[config.mk]
export PLATFORM = sky130hd
export DESIGN_NAME = voice_allocator_flat
export DESIGN_NICKNAME = d
export VERILOG_FILES = /design/src/rtl/voice_alloc_if.sv /design/src/rtl/voice_allocator.sv /design/src/flat_wrapper.sv
export SDC_FILE = /design/constraint.sdc
export NUM_CORES = 1
export LEC_CHECK = 0
export ABC_AREA = 1
export BUFFER_PORTS_ARGS = -buffer_cell sky130_fd_sc_hd__clkbuf_2
export CAP_MARGIN = 5
export CELL_PAD_IN_SITES_DETAIL_PLACEMENT = 1
export CELL_PAD_IN_SITES_GLOBAL_PLACEMENT = 1
export CORE_UTILIZATION = 44
export CTS_BUF_LIST = sky130_fd_sc_hd__clkbuf_4 sky130_fd_sc_hd__clkbuf_8
export DETAILED_ROUTE_END_ITERATION = 7
export MAX_ROUTING_LAYER = met4
export PLACE_DENSITY = 0.92
export SLEW_MARGIN = 20
export SYNTH_ARGS = -nofsm -noshare
export SYNTH_HDL_FRONTEND = slang
export SYNTH_SLANG_ARGS = --single-unit
[constraint.sdc]
create_clock -name clk -period 6.05 [get_ports clk]
set_input_delay 0.3025 -clock clk [delete_from_list [all_inputs] [get_ports clk]]
set_output_delay 0.3025 -clock clk [all_outputs]
set_load 0.005 [all_outputs]
[src/rtl/voice_alloc_if.sv]
// Bus between the keyboard/tick side and the voice allocator.
// The master drives keys and sample_tick; the slave returns per-voice NCO controls.
interface voice_alloc_if #(
    parameter int NUM_VOICES = 4
);
    logic                       sample_tick;
    logic [11:0]                keys;
    logic [NUM_VOICES*32-1:0]   voice_inc;
    logic [NUM_VOICES-1:0]      voice_mute;
    logic [NUM_VOICES*4-1:0]    voice_key;
    logic                       busy;
    logic                       steal_event;

    modport master (
        output sample_tick, keys,
        input  voice_inc, voice_mute, voice_key, busy, steal_event
    );

    modport slave (
        input  sample_tick, keys,
        output voice_inc, voice_mute, voice_key, busy, steal_event
    );
endinterface

[src/rtl/voice_allocator.sv]
// Polyphonic key-to-voice scheduler: 12 keys onto NUM_VOICES NCO voices with oldest-voice stealing.
// Per-voice increment/mute/key outputs are refreshed only on sample_tick.
module voice_allocator #(
    parameter int NUM_VOICES = 4,
    parameter int AGE_W      = 4
) (
    input logic          clk,
    input logic          rst,
    voice_alloc_if.slave bus
);
    localparam int VW = (NUM_VOICES > 1) ? $clog2(NUM_VOICES) : 1;
    localparam logic [AGE_W-1:0] AGE_MAX = {AGE_W{1'b1}};

    typedef enum logic [0:0] {IDLE = 1'b0, SCAN = 1'b1} state_t;

    // Q5.27 phase increments for C4..B4 at 48 kHz with a 32x oscillator multiple.
    function automatic logic [31:0] inc_lut(input logic [3:0] k);
        case (k)
            4'd0:    inc_lut = 32'h016534C3;
            4'd1:    inc_lut = 32'h017A725A;
            4'd2:    inc_lut = 32'h0190F347;
            4'd3:    inc_lut = 32'h01A8CAC3;
            4'd4:    inc_lut = 32'h01C20D2F;
            4'd5:    inc_lut = 32'h01DCD01D;
            4'd6:    inc_lut = 32'h01F92A6D;
            4'd7:    inc_lut = 32'h02173456;
            4'd8:    inc_lut = 32'h02370783;
            4'd9:    inc_lut = 32'h0258BF26;
            4'd10:   inc_lut = 32'h027C780B;
            4'd11:   inc_lut = 32'h02A250BA;
            default: inc_lut = 32'h00000000;
        endcase
    endfunction

    state_t                          state_q, state_d;
    logic [3:0]                      idx_q, idx_d;
    logic [11:0]                     sync1_q, sync1_d, sync2_q, sync2_d, prev_q, prev_d;
    logic [11:0]                     pend_on_q, pend_on_d, pend_off_q, pend_off_d;
    logic [NUM_VOICES-1:0]           act_q, act_d;
    logic [NUM_VOICES-1:0][3:0]      vkey_q, vkey_d;
    logic [NUM_VOICES-1:0][AGE_W-1:0] age_q, age_d;
    logic [NUM_VOICES-1:0][31:0]     voice_inc_q, voice_inc_d;
    logic [NUM_VOICES-1:0]           voice_mute_q, voice_mute_d;
    logic [NUM_VOICES-1:0][3:0]      voice_key_q, voice_key_d;
    logic                            busy_q, busy_d;
    logic                            steal_q, steal_d;

    logic [11:0]      rise_s, fall_s;
    logic             k_on_s, k_off_s;
    logic             held_s, free_s, old_s;
    logic [VW-1:0]    held_v_s, free_v_s, old_v_s, tgt_v_s;
    logic [AGE_W-1:0] old_age_s;
    logic             hit_s;

    // Next-state logic: synchroniser, pending edges, scan FSM, voice table and output staging.
    always_comb begin
        state_d      = state_q;
        idx_d        = idx_q;
        act_d        = act_q;
        vkey_d       = vkey_q;
        age_d        = age_q;
        steal_d      = 1'b0;
        voice_inc_d  = voice_inc_q;
        voice_mute_d = voice_mute_q;
        voice_key_d  = voice_key_q;
        tgt_v_s      = {VW{1'b0}};

        sync1_d = bus.keys;
        sync2_d = sync1_q;
        prev_d  = sync2_q;
        rise_s  = sync2_q & ~prev_q;
        fall_s  = ~sync2_q & prev_q;
        pend_on_d  = pend_on_q;
        pend_off_d = pend_off_q;

        k_on_s  = pend_on_q[idx_q];
        k_off_s = pend_off_q[idx_q];

        // Voice searches for the key under the scan pointer: holder, lowest free, oldest active.
        held_s    = 1'b0;
        held_v_s  = {VW{1'b0}};
        free_s    = 1'b0;
        free_v_s  = {VW{1'b0}};
        old_s     = 1'b0;
        old_v_s   = {VW{1'b0}};
        old_age_s = {AGE_W{1'b0}};
        hit_s     = 1'b0;
        for (int v = 0; v < NUM_VOICES; v++) begin
            hit_s     = act_q[v] && (vkey_q[v] == idx_q) && !held_s;
            held_v_s  = hit_s ? VW'(v) : held_v_s;
            held_s    = held_s | hit_s;
            hit_s     = !act_q[v] && !free_s;
            free_v_s  = hit_s ? VW'(v) : free_v_s;
            free_s    = free_s | hit_s;
            hit_s     = act_q[v] && (!old_s || (age_q[v] > old_age_s));
            old_v_s   = hit_s ? VW'(v) : old_v_s;
            old_age_s = hit_s ? age_q[v] : old_age_s;
            old_s     = old_s | hit_s;
        end

        case (state_q)
            IDLE: begin
                if ((|pend_on_q) || (|pend_off_q)) begin
                    state_d = SCAN;
                    idx_d   = 4'd0;
                end else begin
                    state_d = IDLE;
                end
            end
            SCAN: begin
                if (k_on_s && held_s) begin
                    // Re-press of a held key: same voice, age restarts, no reallocation.
                    age_d[held_v_s] = {AGE_W{1'b0}};
                end else if (k_on_s) begin
                    tgt_v_s = free_s ? free_v_s : old_v_s;
                    steal_d = !free_s;
                    for (int v = 0; v < NUM_VOICES; v++) begin
                        if (VW'(v) == tgt_v_s) begin
                            act_d[v]  = 1'b1;
                            vkey_d[v] = idx_q;
                            age_d[v]  = {AGE_W{1'b0}};
                        end else if (act_q[v] && (age_q[v] != AGE_MAX)) begin
                            age_d[v] = age_q[v] + {{(AGE_W-1){1'b0}}, 1'b1};
                        end else begin
                            age_d[v] = age_q[v];
                        end
                    end
                end else if (k_off_s && held_s) begin
                    act_d[held_v_s]  = 1'b0;
                    vkey_d[held_v_s] = 4'd0;
                    age_d[held_v_s]  = {AGE_W{1'b0}};
                end else begin
                    act_d = act_q;
                end
                pend_on_d[idx_q]  = 1'b0;
                pend_off_d[idx_q] = 1'b0;
                if (idx_q == 4'd11) begin
                    state_d = IDLE;
                    idx_d   = 4'd0;
                end else begin
                    idx_d = idx_q + 4'd1;
                end
            end
            default: begin
                state_d = IDLE;
                idx_d   = 4'd0;
            end
        endcase

        // New edges land after the scan clear so an edge in the handling cycle is not lost.
        pend_on_d  = pend_on_d | rise_s;
        pend_off_d = pend_off_d | fall_s;
        busy_d     = (state_d == SCAN);

        if (bus.sample_tick) begin
            for (int v = 0; v < NUM_VOICES; v++) begin
                voice_inc_d[v]  = act_q[v] ? inc_lut(vkey_q[v]) : 32'd0;
                voice_mute_d[v] = ~act_q[v];
                voice_key_d[v]  = act_q[v] ? vkey_q[v] : 4'd0;
            end
        end else begin
            voice_inc_d = voice_inc_q;
        end
    end

    // State registers with synchronous active-low reset.
    always_ff @(posedge clk) begin
        if (!rst) begin
            state_q      <= IDLE;
            idx_q        <= 4'd0;
            sync1_q      <= 12'd0;
            sync2_q      <= 12'd0;
            prev_q       <= 12'd0;
            pend_on_q    <= 12'd0;
            pend_off_q   <= 12'd0;
            act_q        <= '0;
            vkey_q       <= '0;
            age_q        <= '0;
            voice_inc_q  <= '0;
            voice_mute_q <= '1;
            voice_key_q  <= '0;
            busy_q       <= 1'b0;
            steal_q      <= 1'b0;
        end else begin
            state_q      <= state_d;
            idx_q        <= idx_d;
            sync1_q      <= sync1_d;
            sync2_q      <= sync2_d;
            prev_q       <= prev_d;
            pend_on_q    <= pend_on_d;
            pend_off_q   <= pend_off_d;
            act_q        <= act_d;
            vkey_q       <= vkey_d;
            age_q        <= age_d;
            voice_inc_q  <= voice_inc_d;
            voice_mute_q <= voice_mute_d;
            voice_key_q  <= voice_key_d;
            busy_q       <= busy_d;
            steal_q      <= steal_d;
        end
    end

    assign bus.voice_inc   = voice_inc_q;
    assign bus.voice_mute  = voice_mute_q;
    assign bus.voice_key   = voice_key_q;
    assign bus.busy        = busy_q;
    assign bus.steal_event = steal_q;

endmodule

[src/flat_wrapper.sv]
// flat-port wrapper written by rule: the top's interface ports become plain ports
module voice_allocator_flat 
#(
    parameter int NUM_VOICES = 4,
    parameter int AGE_W      = 4
)
  (clk, rst, bus_sample_tick, bus_keys, bus_voice_inc, bus_voice_mute, bus_voice_key, bus_busy, bus_steal_event);
  voice_alloc_if #(.NUM_VOICES(NUM_VOICES)) bus_i ();
  input logic clk;
  input logic rst;
  input wire logic [$bits(bus_i.sample_tick)-1:0] bus_sample_tick;
  input wire logic [$bits(bus_i.keys)-1:0] bus_keys;
  output wire logic [$bits(bus_i.voice_inc)-1:0] bus_voice_inc;
  output wire logic [$bits(bus_i.voice_mute)-1:0] bus_voice_mute;
  output wire logic [$bits(bus_i.voice_key)-1:0] bus_voice_key;
  output wire logic [$bits(bus_i.busy)-1:0] bus_busy;
  output wire logic [$bits(bus_i.steal_event)-1:0] bus_steal_event;
  assign bus_i.sample_tick = bus_sample_tick;
  assign bus_i.keys = bus_keys;
  assign bus_voice_inc = bus_i.voice_inc;
  assign bus_voice_mute = bus_i.voice_mute;
  assign bus_voice_key = bus_i.voice_key;
  assign bus_busy = bus_i.busy;
  assign bus_steal_event = bus_i.steal_event;
  voice_allocator #(.NUM_VOICES(NUM_VOICES), .AGE_W(AGE_W)) u_core (.clk(clk), .rst(rst), .bus(bus_i));
endmodule
==> results.md <==
- Max VDD drop: 224 µV
- Reg area: 0.00661 mm²
- Placed cell count: 2327
- First-pass GRT wire length: 65200 µm
- FP Rows: 65
- Post-synthesis sequential area ratio: 47.1%
- DRT iter0 DRCs: 722
- CTS tree: yes
- Final ANT Viol Nets: 0
- Vias per cell: 5.30
- Core area: 0.0315 mm²
- Die height: 181 µm
- Die width: 181 µm
- Synth-to-Final Area Change: 15.0%
- CTS sink count: 330
- Synthesized flop and latch total: 330
- Gate Count Post-Synth: 1878
- Fin worst setup slack: 0.593 ns
- Number of synthesis warnings: 0
- Final GP Congestion: 0.917
- Synth area leader: dfxtp_1
- Final min period: 5.46 ns
- Worst Setup End Kind: flop
- Routed WL per cell: 16.2 µm
- Post-detailed-placement half-perimeter wirelength: 26900 µm
- DRC Markers: 0
- Longest Clk Path Bufs: 3
- GRT Util Overall: 24.8%
- Layout Skew: 0.0169 ns
- Worst EP arrival: 5.91 ns
- Total gr overflow: 0
- Clock transition at the registers of the reported paths: 0.06 ns
- Status: completed
- Smallest hold slack: 0.155 ns
- Syn_area_per_cell: 7.47 µm²
- Max-cap violations: 0
- Post-layout util: 51.2%
- Max Slew Vio Count: 0
- Cell Area, Synth: 0.0140 mm²
- WP buf/inv: 5
- Slew of the pin with the lowest slew margin: 0.866 ns
- P per Cell Area: 303 mW/mm²
- Share of cells above drive strength 1: 15.7%
- Port-buffer cells: 140
- Die area: 0.0326 mm²
- Post-synth top area share: 47.1%
- CP Data Required Time: 6.50 ns
- Multi-input gate area: 0.00632 mm²
- Hold/Removal Path Class: in -> reg
- Number of flops mapped to enable cells by yosys: 0
- Cell mode on critical path: nand2_1
- IO Pins: 165
- Setup CP Type: reg -> reg
- # Post-CTS Setup Buffers: 0
- Largest net degree at the start of global routing: 113
- Pleak: 7.33 nW
- Critical path's largest stage delay: 0.41 ns
- Fmax: 183 MHz
- Worst-Skew Late Latency: 0.58 ns
- Via count: 12900
- Slowest-stage cell, CP: dfxtp_2
- 1st-pass router iterations: 5
- Vias in the first global route: 13300
- Antenna diodes: 0
- CP max FO: 9
- Synth top area cells: dfxtp_1 (47%), nand2_1 (14%), nand3_1 (10%)
- Top_reg_cell synth: dfxtp_1
- CP Launch Type: flop
- Setup Slack @ Placement: 0.185 ns
- Final Instance Count excl. Fillers: 2434
- Filler Cells Inserted: 3989
- Unique masters post-synth: 38
- Cts bufs inserted: 54
- # nets final: 2054
- H-tree depth: 2
- Initial Util: 44.6%
- Initial antenna violation count: 0
- Post-synth ARST share: 0%
- Final setup viols: 0
- Normalized max-slew margin: 42.3%
- CP delay by family, top: simple AND/OR/NAND/NOR gates
- Root buffer cell: clkbuf_8
- Final worst path period share: 90.2%
- Fin. Hold Viols: 0
- Routed WL: 39400 µm
==> logic make-up (layout without fill, tap and decap cells) <==
logic type / count (synthesis) / in the layout / synth area share, %
flops: 330 / 330 / 47.1
compound gates: 264 / 264 / 9.60
other cells: 1 / 24 / 0.0267
simple gates: 941 / 941 / 29.4
fa+ha+maj: 46 / 46 / 4.10
xor+xnor: 10 / 10 / 0.624
buf+inv: 286 / 417 / 9.13
==> per-layer routing <==
layer	share of wire (%)	global-route usage (%)	vias up
met2	50	43.2	308
met5	0	-	-
met4	2.4	8.62	0
li1	-	-	6253
met3	4.6	4.28	82
met1	43	28.7	6251
==> where the power goes <==
part / switching (W) / internal, W
Combinational: 0.000347 / 0.000135
Sequential: 0.0000494 / 0.00228
Clock: 0.000871 / 0.00121
Total: 0.00127 / 0.00362
==> final timing paths <==
kind / startpoint / end / slack, ns / cells after the start
hold reg to reg: u_core.sync1_q[5]$_SDFF_PN0_ / u_core.prev_d[5]$_SDFF_PN0_ / 0.42 / 2
setup reg to reg: u_core.act_q[0]$_SDFFE_PN0N_ / flop / 0.59 / 42
hold / removal: rst / u_core.bus.voice_mute[3]$_SDFFE_PN1P_ / 0.15 / 2
setup / recovery: u_core.act_q[0]$_SDFFE_PN0N_ / flop / 0.59 / 42
==> cell type report <==
cell class                 instances  area share [%]
sequential                       330            41.0
multi-input combinational       1285            39.2
clock buffer                      83            6.62
timing repair buffer             163            5.66
inverter                         159            3.74
tap                              402            3.12
clock inverter                    12           0.737
==> cells in the mapped netlist (2+ instances only) <==
library cell	n
xor2_1	5
xnor2_1	5
nor2_4	2
o21ai_0	54
o22ai_1	2
inv_1	143
nand2_1	538
nand3_2	7
nor2_1	52
inv_2	14
nand3b_1	8
nand3_1	291
clkbuf_1	60
o21ai_1	28
nor4_1	4
nand2_4	5
buf_4	35
a21oi_1	170
dfxtp_1	330
or4_1	2
ha_1	46
buf_6	7
o211ai_1	5
nor3_1	5
a31oi_1	2
o31ai_1	2
nand2_2	16
buf_1	8
buf_2	17
nor2_2	7
==> repair_timing <==
action,CTS,global route
gates resized for setup,0,26
endpoints found under the setup margin,0,105
hold endpoints to repair,12,0
hold buffers,12,0
==> layout by cell type (no fill, tap or decap), drive strengths merged <==
master / n
nand3: 298
nor2: 62
and3: 1
o211ai: 5
inv: 158
o22ai: 2
nand3b: 8
clkinv: 10
nor4: 4
dfxtp: 330
nand2: 559
buf: 13
a21oi: 170
bufinv: 2
a22oi: 1
nand4: 1
clkinvlp: 1
o31ai: 2
ha: 46
o21ai: 82
nor3: 5
xor2: 5
clkbuf: 221
or4: 2
dlygate4sd3: 12
a31oi: 2
xnor2: 5
conb: 24
or2: 1
==> through the flow <==
step / power, W / instance area (µm²) / setup TNS (ns)
after global routing: 0.00510 / 16100 / -0.0320
final: 0.00489 / 16100 / 0
after CTS: 0.00493 / 16000 / 0
after global placement: 0.00281 / 14700 / 0
after floorplan: 0.00271 / 14100 / 0
after detailed placement: 0.00283 / 14700 / 0
No activity file was read; power rests on OpenSTA's default activity.
